<file path="config.mk">
export PLATFORM = sky130hd
export DESIGN_NAME = clk_divider_param
export DESIGN_NICKNAME = d
export VERILOG_FILES = /design/src/rtl/clk_divider_param.sv
export SDC_FILE = /design/constraint.sdc
export NUM_CORES = 1
export LEC_CHECK = 0
export CORE_UTILIZATION = 50
export DETAILED_ROUTE_END_ITERATION = 16
export PLACE_DENSITY = 0.71
export SETUP_SLACK_MARGIN = 0.5
export SLEW_MARGIN = 0
export SYNTH_ARGS = -nofsm -noshare
export SYNTH_HDL_FRONTEND = slang
export SYNTH_SLANG_ARGS = --single-unit
</file>
<file path="constraint.sdc">
create_clock -name I_ref_clk -period 3.4 [get_ports I_ref_clk]
set_clock_uncertainty 0.05 [all_clocks]
set_input_delay 0.34 -clock I_ref_clk [delete_from_list [all_inputs] [get_ports I_ref_clk]]
set_output_delay 0.34 -clock I_ref_clk [all_outputs]
set_load 0.01 [all_outputs]
</file>
<file path="src/rtl/clk_divider_param.sv">
// -----------------------------------------------------------------------------
// clk_divider_param
//   Integer clock divider with a runtime ratio N in 2 .. 2^RATIO_WIDTH-1.
//   A new ratio or enable setting is only taken at a period boundary, so the
//   divided clock never produces runt pulses. When the divider is idle, the
//   output bypasses to I_ref_clk.
//
// Parameters
//   RATIO_WIDTH    width of I_div_ratio, the period counter and o_ratio_active
//   DUTY_ODD_HIGH  for odd N: 0 -> high phase floor(N/2), 1 -> high phase ceil(N/2)
//
// Ports
//   I_ref_clk       in   reference clock, the only clock
//   I_rst           in   synchronous active-high reset
//   I_clk_en        in   divider enable
//   I_div_ratio     in   requested ratio N; 0 or 1 selects bypass
//   o_div_clk       out  divided clock, or I_ref_clk while idle
//   o_div_tick      out  one-ref-cycle pulse aligned with each divided rising edge
//   o_ratio_active  out  ratio currently applied, 0 while idle
//
// state   | meaning
// --------+-----------------------------------------------------------------
// ST_IDLE | bypass: o_div_clk follows I_ref_clk, waits for a valid start
// ST_RUN  | dividing: cnt walks 0 .. active-1, decisions taken at the wrap
// -----------------------------------------------------------------------------
module clk_divider_param #(
   parameter int RATIO_WIDTH   = 8,
   parameter bit DUTY_ODD_HIGH = 1'b0
) (
   input  logic                   I_ref_clk,
   input  logic                   I_rst,
   input  logic                   I_clk_en,
   input  logic [RATIO_WIDTH-1:0] I_div_ratio,
   output logic                   o_div_clk,
   output logic                   o_div_tick,
   output logic [RATIO_WIDTH-1:0] o_ratio_active
);

   localparam logic [0:0] ST_IDLE = 1'b0;
   localparam logic [0:0] ST_RUN  = 1'b1;

   localparam logic [RATIO_WIDTH-1:0] ONE = RATIO_WIDTH'(1);
   localparam logic [RATIO_WIDTH-1:0] TWO = RATIO_WIDTH'(2);

   logic [0:0]             state;
   logic [RATIO_WIDTH-1:0] cnt;
   logic [RATIO_WIDTH-1:0] active;
   logic                   div_q;
   logic                   tick_q;

   logic                   start;
   logic                   wrap;
   logic [RATIO_WIDTH-1:0] cnt_inc;
   logic [RATIO_WIDTH-1:0] odd_extra;
   logic [RATIO_WIDTH-1:0] high_len;

   assign start = I_clk_en && (I_div_ratio >= TWO);

   // cnt stays below active, so cnt+1 never wraps even at the maximum ratio.
   assign cnt_inc = cnt + ONE;
   assign wrap    = (cnt == (active - ONE));

   // High-phase length: floor(N/2), optionally rounded up for odd N.
   assign odd_extra = DUTY_ODD_HIGH ? {{(RATIO_WIDTH-1){1'b0}}, active[0]} : '0;
   assign high_len  = (active >> 1) + odd_extra;

   always_ff @(posedge I_ref_clk) begin
      if (I_rst) begin
         state  <= ST_IDLE;
         cnt    <= '0;
         active <= '0;
         div_q  <= 1'b0;
         tick_q <= 1'b0;
      end else if (state == ST_IDLE) begin
         if (start) begin
            state  <= ST_RUN;
            active <= I_div_ratio;
            cnt    <= '0;
            div_q  <= 1'b1;
            tick_q <= 1'b1;
         end
      end else begin
         if (!wrap) begin
            cnt    <= cnt_inc;
            div_q  <= (cnt_inc < high_len);
            tick_q <= 1'b0;
         end else if (start) begin
            // Only place where a new ratio is accepted.
            active <= I_div_ratio;
            cnt    <= '0;
            div_q  <= 1'b1;
            tick_q <= 1'b1;
         end else begin
            state  <= ST_IDLE;
            cnt    <= '0;
            active <= '0;
            div_q  <= 1'b0;
            tick_q <= 1'b0;
         end
      end
   end

   // Bypass mux: the divided output is registered while running, so the only
   // combinational path is the raw reference clock while idle.
   assign o_div_clk      = (state == ST_RUN) ? div_q : I_ref_clk;
   assign o_div_tick     = tick_q;
   assign o_ratio_active = active;

endmodule

</file>
After elaboration in Yosys (flattened, before gate mapping):

Cells that the tools add are included.

* register bits after elaboration: 19
* input port bits: 11
* output and inout bits: 10
* word-level logic and storage cells: 30

* add/sub/neg operators: 2
* $lt $le $gt $ge: 2
* equal/unequal tests: 2
* mux-type cells: 16
* reduce and logical (&&, ||, !) cells: 3

Operators with widths (number)
* two-way mux 8 bit: 7
* two-way mux 1 bit: 9
* adder 8 x 1 -> 8 bit, second input constant: 1
* == test 8 bit: 1
* greater-or-equal comparator 8 x 2 -> 1 bit, second input constant: 1
* less-than comparator 8 x 7 -> 1 bit: 1
* subtractor 8 x 1 -> 8 bit, second input constant: 1
* != test 2 x 1 -> 1 bit, second input constant: 1
* AND reduction 2 bit: 1
* nonzero test 2 bit: 1
* logical AND 1 bit: 1

Logic depth before layout (Yosys ltp):

Gate-level depths: netlist (run 1).

* depth after elaboration: 5
* depth in mapped cells: 10
* mapped depth without buffers: 10

==> results.cfg, run 1 <==
[global_routing]
antenna_found_initial = 0
grt_max_degree = 12
grt.overflow.total = 0
grtUsageTotal_pct = 25.9
grt_pass1_vias = 1147
grt_pass1_wl_um = 5200

[synthesis]
async_flop_share_pct = 0
synth_edf_count = 0
ys_seq_area_share_pct = 28.8
netlist_area_mm2 = 0.00132
yosysWarnings = 0
synth_area_leader_cell = dfxtp_1
synth_fp_nets = 174
synth-main-ff-cell = dfxtp_1
synth_most_common_cell = dfxtp_1
syn_area_per_cell_um2 = 8.52
synthDistinctLibCells = 45
netlist_top_cells_area = dfxtp_1 (29%), ha_1 (7.6%), xnor2_1 (5.3%)
synth_top_cell_area_share_pct = 28.8
synth.top_cells.by_count = dfxtp_1 (19), nand2_1 (15), a21oi_1 (9), inv_1 (9)
synthCells = 155
synth_seq_cells = 19

[timing]
maxSlewViolCount = 0
setup_tns_ns = 0
worst_pin_slew_ns = 0.401
whs_ns = 0.456
rsz0062_at_grt = no
finalHoldViolCount = 0
setup_viol = 0
max_slew_margin_pct = 73.3

[setup_path]
crit_chain = clkbuf_4 > clkbuf_4 > mux2_2 > dlygate4sd2_1
cp_max_fo = 2
cp-start-kind = clock port
crit_buf_inv = 3
end_kind = output pin
cpPeakStageDelay_ns = 0.28
required_ns = 3.01
critical_path_class = clk -> out
cp.arrival_ns = 2.45
path_common_cell = clkbuf_4
cp_top_family = buffers and inverters
crit_slowest_cell = dlygate4sd2_1

[power]
powerDensity_mw_per_mm2 = 354
seqPwrFrac_pct = 43.9
clockPowerShare_pct = 33.9
p_switching_uw = 173
internal-power_uw = 394
sw_frac_of_total_pct = 30.6
p_leak_nw = 0.670
ir_drop_mv = 0.370
combPwrFrac_pct = 22.1

[placement]
dp_cells = 202
gp_congestion = 0.816
dpl.hpwl_um = 2380
numPortBuffers = 20

[clocking]
clk_latency_ns = 0.41
post-cts-setup-buffer-count = 0
clk_pin_slew_ns = 0.11
cts_tree = yes

[floorplan]
dieWidth_um = 53.4
die_h_um = 53.4
coreArea_mm2 = 0.00248
row_count = 18
die-area_mm2 = 0.00285
io_pins = 21
start_util_pct = 53.3

[drt]
drc = 0
drt_iter0_drc = 24
via_per_inst = 5.89
antenna_left = 0
routedWlPerCell_um = 15.4
first_pass_iters = 4
wirelength_um = 3210
vias = 1232

[cells_and_area]
fin_cells = 209
nets = 199
utilization_pct = 64.7
n_antenna_cell = 0
syn_to_final_growth_pct = 21.4
drive_above_1_share_pct = 12.8

[hold_path]
hold_class = reg -> reg

[outcome]
outcome = complete, no violations

[job]
maxCapViolCount = 0
==> layer usage <==
metal / GRT usage, % / wire length, µm / vias up
met5: 0 / 0 / -
met4: 14.5 / 34 / 0
met3: 3.45 / 115 / 4
met2: 40.4 / 1520 / 31
met1: 33.7 / 1550 / 587
li1: - / - / 610
==> layout by cell type, fill, tap and decap left out, types with 2 or more instances in the layout <==
master,count
a21o_1,3
a21oi_1,9
a31oi_1,3
a32o_1,2
and2_1,2
and3_1,4
clkbuf_4,6
clkdlybuf4s50_1,19
clkinv_1,2
dfxtp_1,15
dfxtp_2,3
ha_1,8
inv_1,9
nand2_1,15
nand2_4,2
nand2b_1,4
nand3_1,5
nand3b_1,2
nor2_1,8
nor2b_1,3
o211ai_1,6
o21ai_0,4
o21bai_1,2
o2bb2ai_1,5
or2_1,2
xnor2_1,8
xor2_1,5
==> through the flow <==
stage / worst slack, ns / area, µm² / power (mW)
finish: 0.561 / 1600 / 0.567
global route: 0.508 / 1600 / 0.600
CTS: 0.548 / 1600 / 0.573
detailed placement: 0.607 / 1550 / 0.410
global placement: 0.607 / 1550 / 0.407
floorplan: 0.895 / 1320 / 0.347
==> power by group through the flow <==
stage	Clock, mW	Sequential [mW]	Combinational, mW
final	0.192	0.249	0.126
after floorplan	0.0141	0.253	0.0801
after detailed placement	0.0302	0.254	0.125
after CTS	0.198	0.249	0.126
after global routing	0.210	0.252	0.138
after global placement	0.0302	0.254	0.122
==> worst reg2reg max path: stages, from the launching register on <==
cell and delay (ns):
dfxtp_2 0.40, and3_1 0.17, nand3_1 0.11, and2_1 0.19, or2_2 0.29, ha_1 0.29
a21oi_1 0.12, o21ai_0 0.09, a21o_1 0.18, or4b_1 0.50, a31oi_1 0.20
==> final timing paths <==
path,from,endpoint,slack (ns),cells after the start
worst min register to register,cnt[7],cnt[7],0.46,2
worst max-delay path,I_ref_clk,o_div_clk,0.56,4
worst max register to register,cnt[4],div_q,0.73,10
worst min-delay path,cnt[7],cnt[7],0.46,2
==> cell families after synthesis <==
group                      after synthesis  synth area share (%)
DFF                                     19                  28.8
buffers and inverters                   15                  4.55
muxes                                    1                 0.853
and+or+nand+nor                         57                  25.6
AOI/OAI and AO/OA                       42                  24.0
xor gates and xnor gates                13                  8.63
adders and majority gates                8                  7.58
==> state kept, by name, summed over array words and instances, names as in the netlist <==
name            count
div_q               1
o_ratio_active      8
o_div_tick          1
cnt                 8
state               1
==> final cells by class <==
type,instances,area [µm²]
Clock buffer,7,53.8
Fill cell,215,875
Sequential cell,19,388
Clock inverter,1,5.00
Inverter,11,41.3
Multi-Input combinational cell,121,880
Timing Repair Buffer,20,198
Tap cell,30,37.5
==> timing repair <==
action / 4_1_cts / 5_1_grt
setup endpoints to repair: 1 / 1
hold buffers: 0 / 0
pin swaps: 0 / 0
resized for setup: 1 / 5
(Power assumes the default switching activity.)
==> run 2, diff against run 1 <==
clock period = 2.69 ns   (was 3.4 ns; I/O delays follow)
==> run 2 against run 1 <==
Effect of this change: first-iteration DRC count is 50% higher; hold slack worse by 0.058 ns; clock power increased by 48%; cell count is 6.2% higher; global-route usage rose by 4.9 points; sequential cell count unchanged; design area is 13% higher; non-clock buffer count increased by 13; combinational power increased by 53%; clock-buffer cell count unchanged; highest routed layer unchanged.
==> results.cfg, run 2 (same netlist as run 1, synthesis figures left out) <==
[outcome]
outcome = complete, no violations

[drt]
vias = 1323
first_pass_iters = 4
antenna_left = 0
drc = 0
wirelength_um = 3940
via_per_inst = 5.96
drt_iter0_drc = 36
routedWlPerCell_um = 17.8

[setup_path]
worstReg2RegStart = cnt[1]
reg2reg_to = div_q
required_ns = 3.00
crit_slowest_cell = or4b_1
crit_buf_inv = 0
cp_top_family = compound AO/OA/AOI/OAI gates
cp.arrival_ns = 2.74
ff2ff_path_depth = 10
path_common_cell = a21o_1
end_kind = flip-flop
cp-start-kind = flip-flop
rrSetupSlack_ns = 0.25
critical_path_class = reg -> reg
cp_max_fo = 4
crit_chain = ha_4 > nand3_4 > xnor2_2 > ha_1 > a21o_1 > a21oi_2 > o21ai_1 > a21o_1 > or4b_1 > a31oi_1
cpPeakStageDelay_ns = 0.52

[power]
p_leak_nw = 0.757
ir_drop_mv = 0.498
powerDensity_mw_per_mm2 = 435
power_uw = 790

[timing]
rsz0062_at_grt = yes
setup_viol = 0
max_slew_margin_pct = 74.5
setup_tns_ns = 0
max_freq_mhz = 411
worst_pin_slew_ns = 0.382
fin_crit_sh_pct = 90.5
finalHoldViolCount = 0
maxSlewViolCount = 0
fin_crit_ns = 2.44
whs_ns = 0.398

[clocking]
clk_pin_slew_ns = 0.12
clk_latency_ns = 0.42
cts_hold_buf = 0
cts_tree = yes

[hold_path]
hold_class = in -> reg
hold_end = o_ratio_active[7]
whs_path_depth = 2
hold_start = I_div_ratio[7]

[floorplan]
start_util_pct = 53.3
dieWidth_um = 53.4
row_count = 18
die_h_um = 53.4
die-area_mm2 = 0.00285
coreArea_mm2 = 0.00248
io_pins = 21

[cells_and_area]
final_cell_mix = clkdlybuf4s50_1 (19), nand2_1 (15), buf_4 (15), dfxtp_1 (12)
nets = 212
final.fill_count = 200
drive_above_1_share_pct = 27.6
final_common_cell = clkdlybuf4s50_1
n_antenna_cell = 0
syn_to_final_growth_pct = 37.5

[global_routing]
grt-busiest-layer = met2
met1_usage_pct = 36.5
grt_pass1_wl_um = 6020
grt.overflow.total = 0
antenna_found_initial = 0
grt_pass1_vias = 1275
use_met3_pct = 5.75
grtUsageTotal_pct = 30.8
met2_usage_pct = 49.6
grt_max_degree = 12

[job]
maxCapViolCount = 0

[placement]
dpl.hpwl_um = 2600
numPortBuffers = 20
gp_congestion = 0.845
run 2: cell types whose count changed in the layout (fill, tap and decap cells not counted), sizes merged:
cell | previous run | this run
clkbuf | 6 | 4
buf | 1 | 17
dlygate4sd2 | 1 | 0
run 2: layout make-up:
cell class | count | area, µm² | area share, %
multi-input combinational | 121 | 980 | 54.0
sequential | 19 | 397 | 21.8
timing repair buffer | 33 | 295 | 16.3
clock buffer | 7 | 60.1 | 3.31
inverter | 11 | 41.3 | 2.27
tap | 30 | 37.5 | 2.07
clock inverter | 1 | 5.00 | 0.276
run 2: worst max-delay path by stage:
stage | start | end | cells after the start
floorplan | cnt[0] | div_q | 10
global placement | cnt[2] | div_q | 9
detailed placement | cnt[2] | div_q | 9
CTS | cnt[0] | div_q | 10
global route | cnt[0] | div_q | 10
finish | cnt[1] | div_q | 10
run 2: timing repair:
| item | CTS | global route |
|---|---|---|
| endpoints found under the hold margin | 0 | 0 |
| gates cloned | 0 | 0 |
| gates resized for setup | 8 | 12 |
| buffers inserted | 7 | 3 |
| setup endpoints to repair | 13 | 10 |
| pin swaps | 6 | 7 |
run 2: metal layers:
metal | part of all wire, % | routed length (µm)
met5 | 0 | 0
met4 | 3.8 | 148
met3 | 4.9 | 195
met2 | 47 | 1870
met1 | 44 | 1730
run 2: through the flow:
step	cells	util, %	worst slack, ns	instance area, µm²
finish	222	73.3	0.254	1820
detailed placement	205	66.4	0.208	1640
global placement	205	66.4	0.291	1640
CTS	219	71.5	0.266	1770
global route	222	73.3	0.202	1820
floorplan	155	-	0.389	1400
run 2: where the power goes:
group / internal [mW] / switching [mW] / total [mW]
clock: 0.152 / 0.133 / 0.285
combinational: 0.0996 / 0.0935 / 0.193
sequential: 0.293 / 0.0190 / 0.312
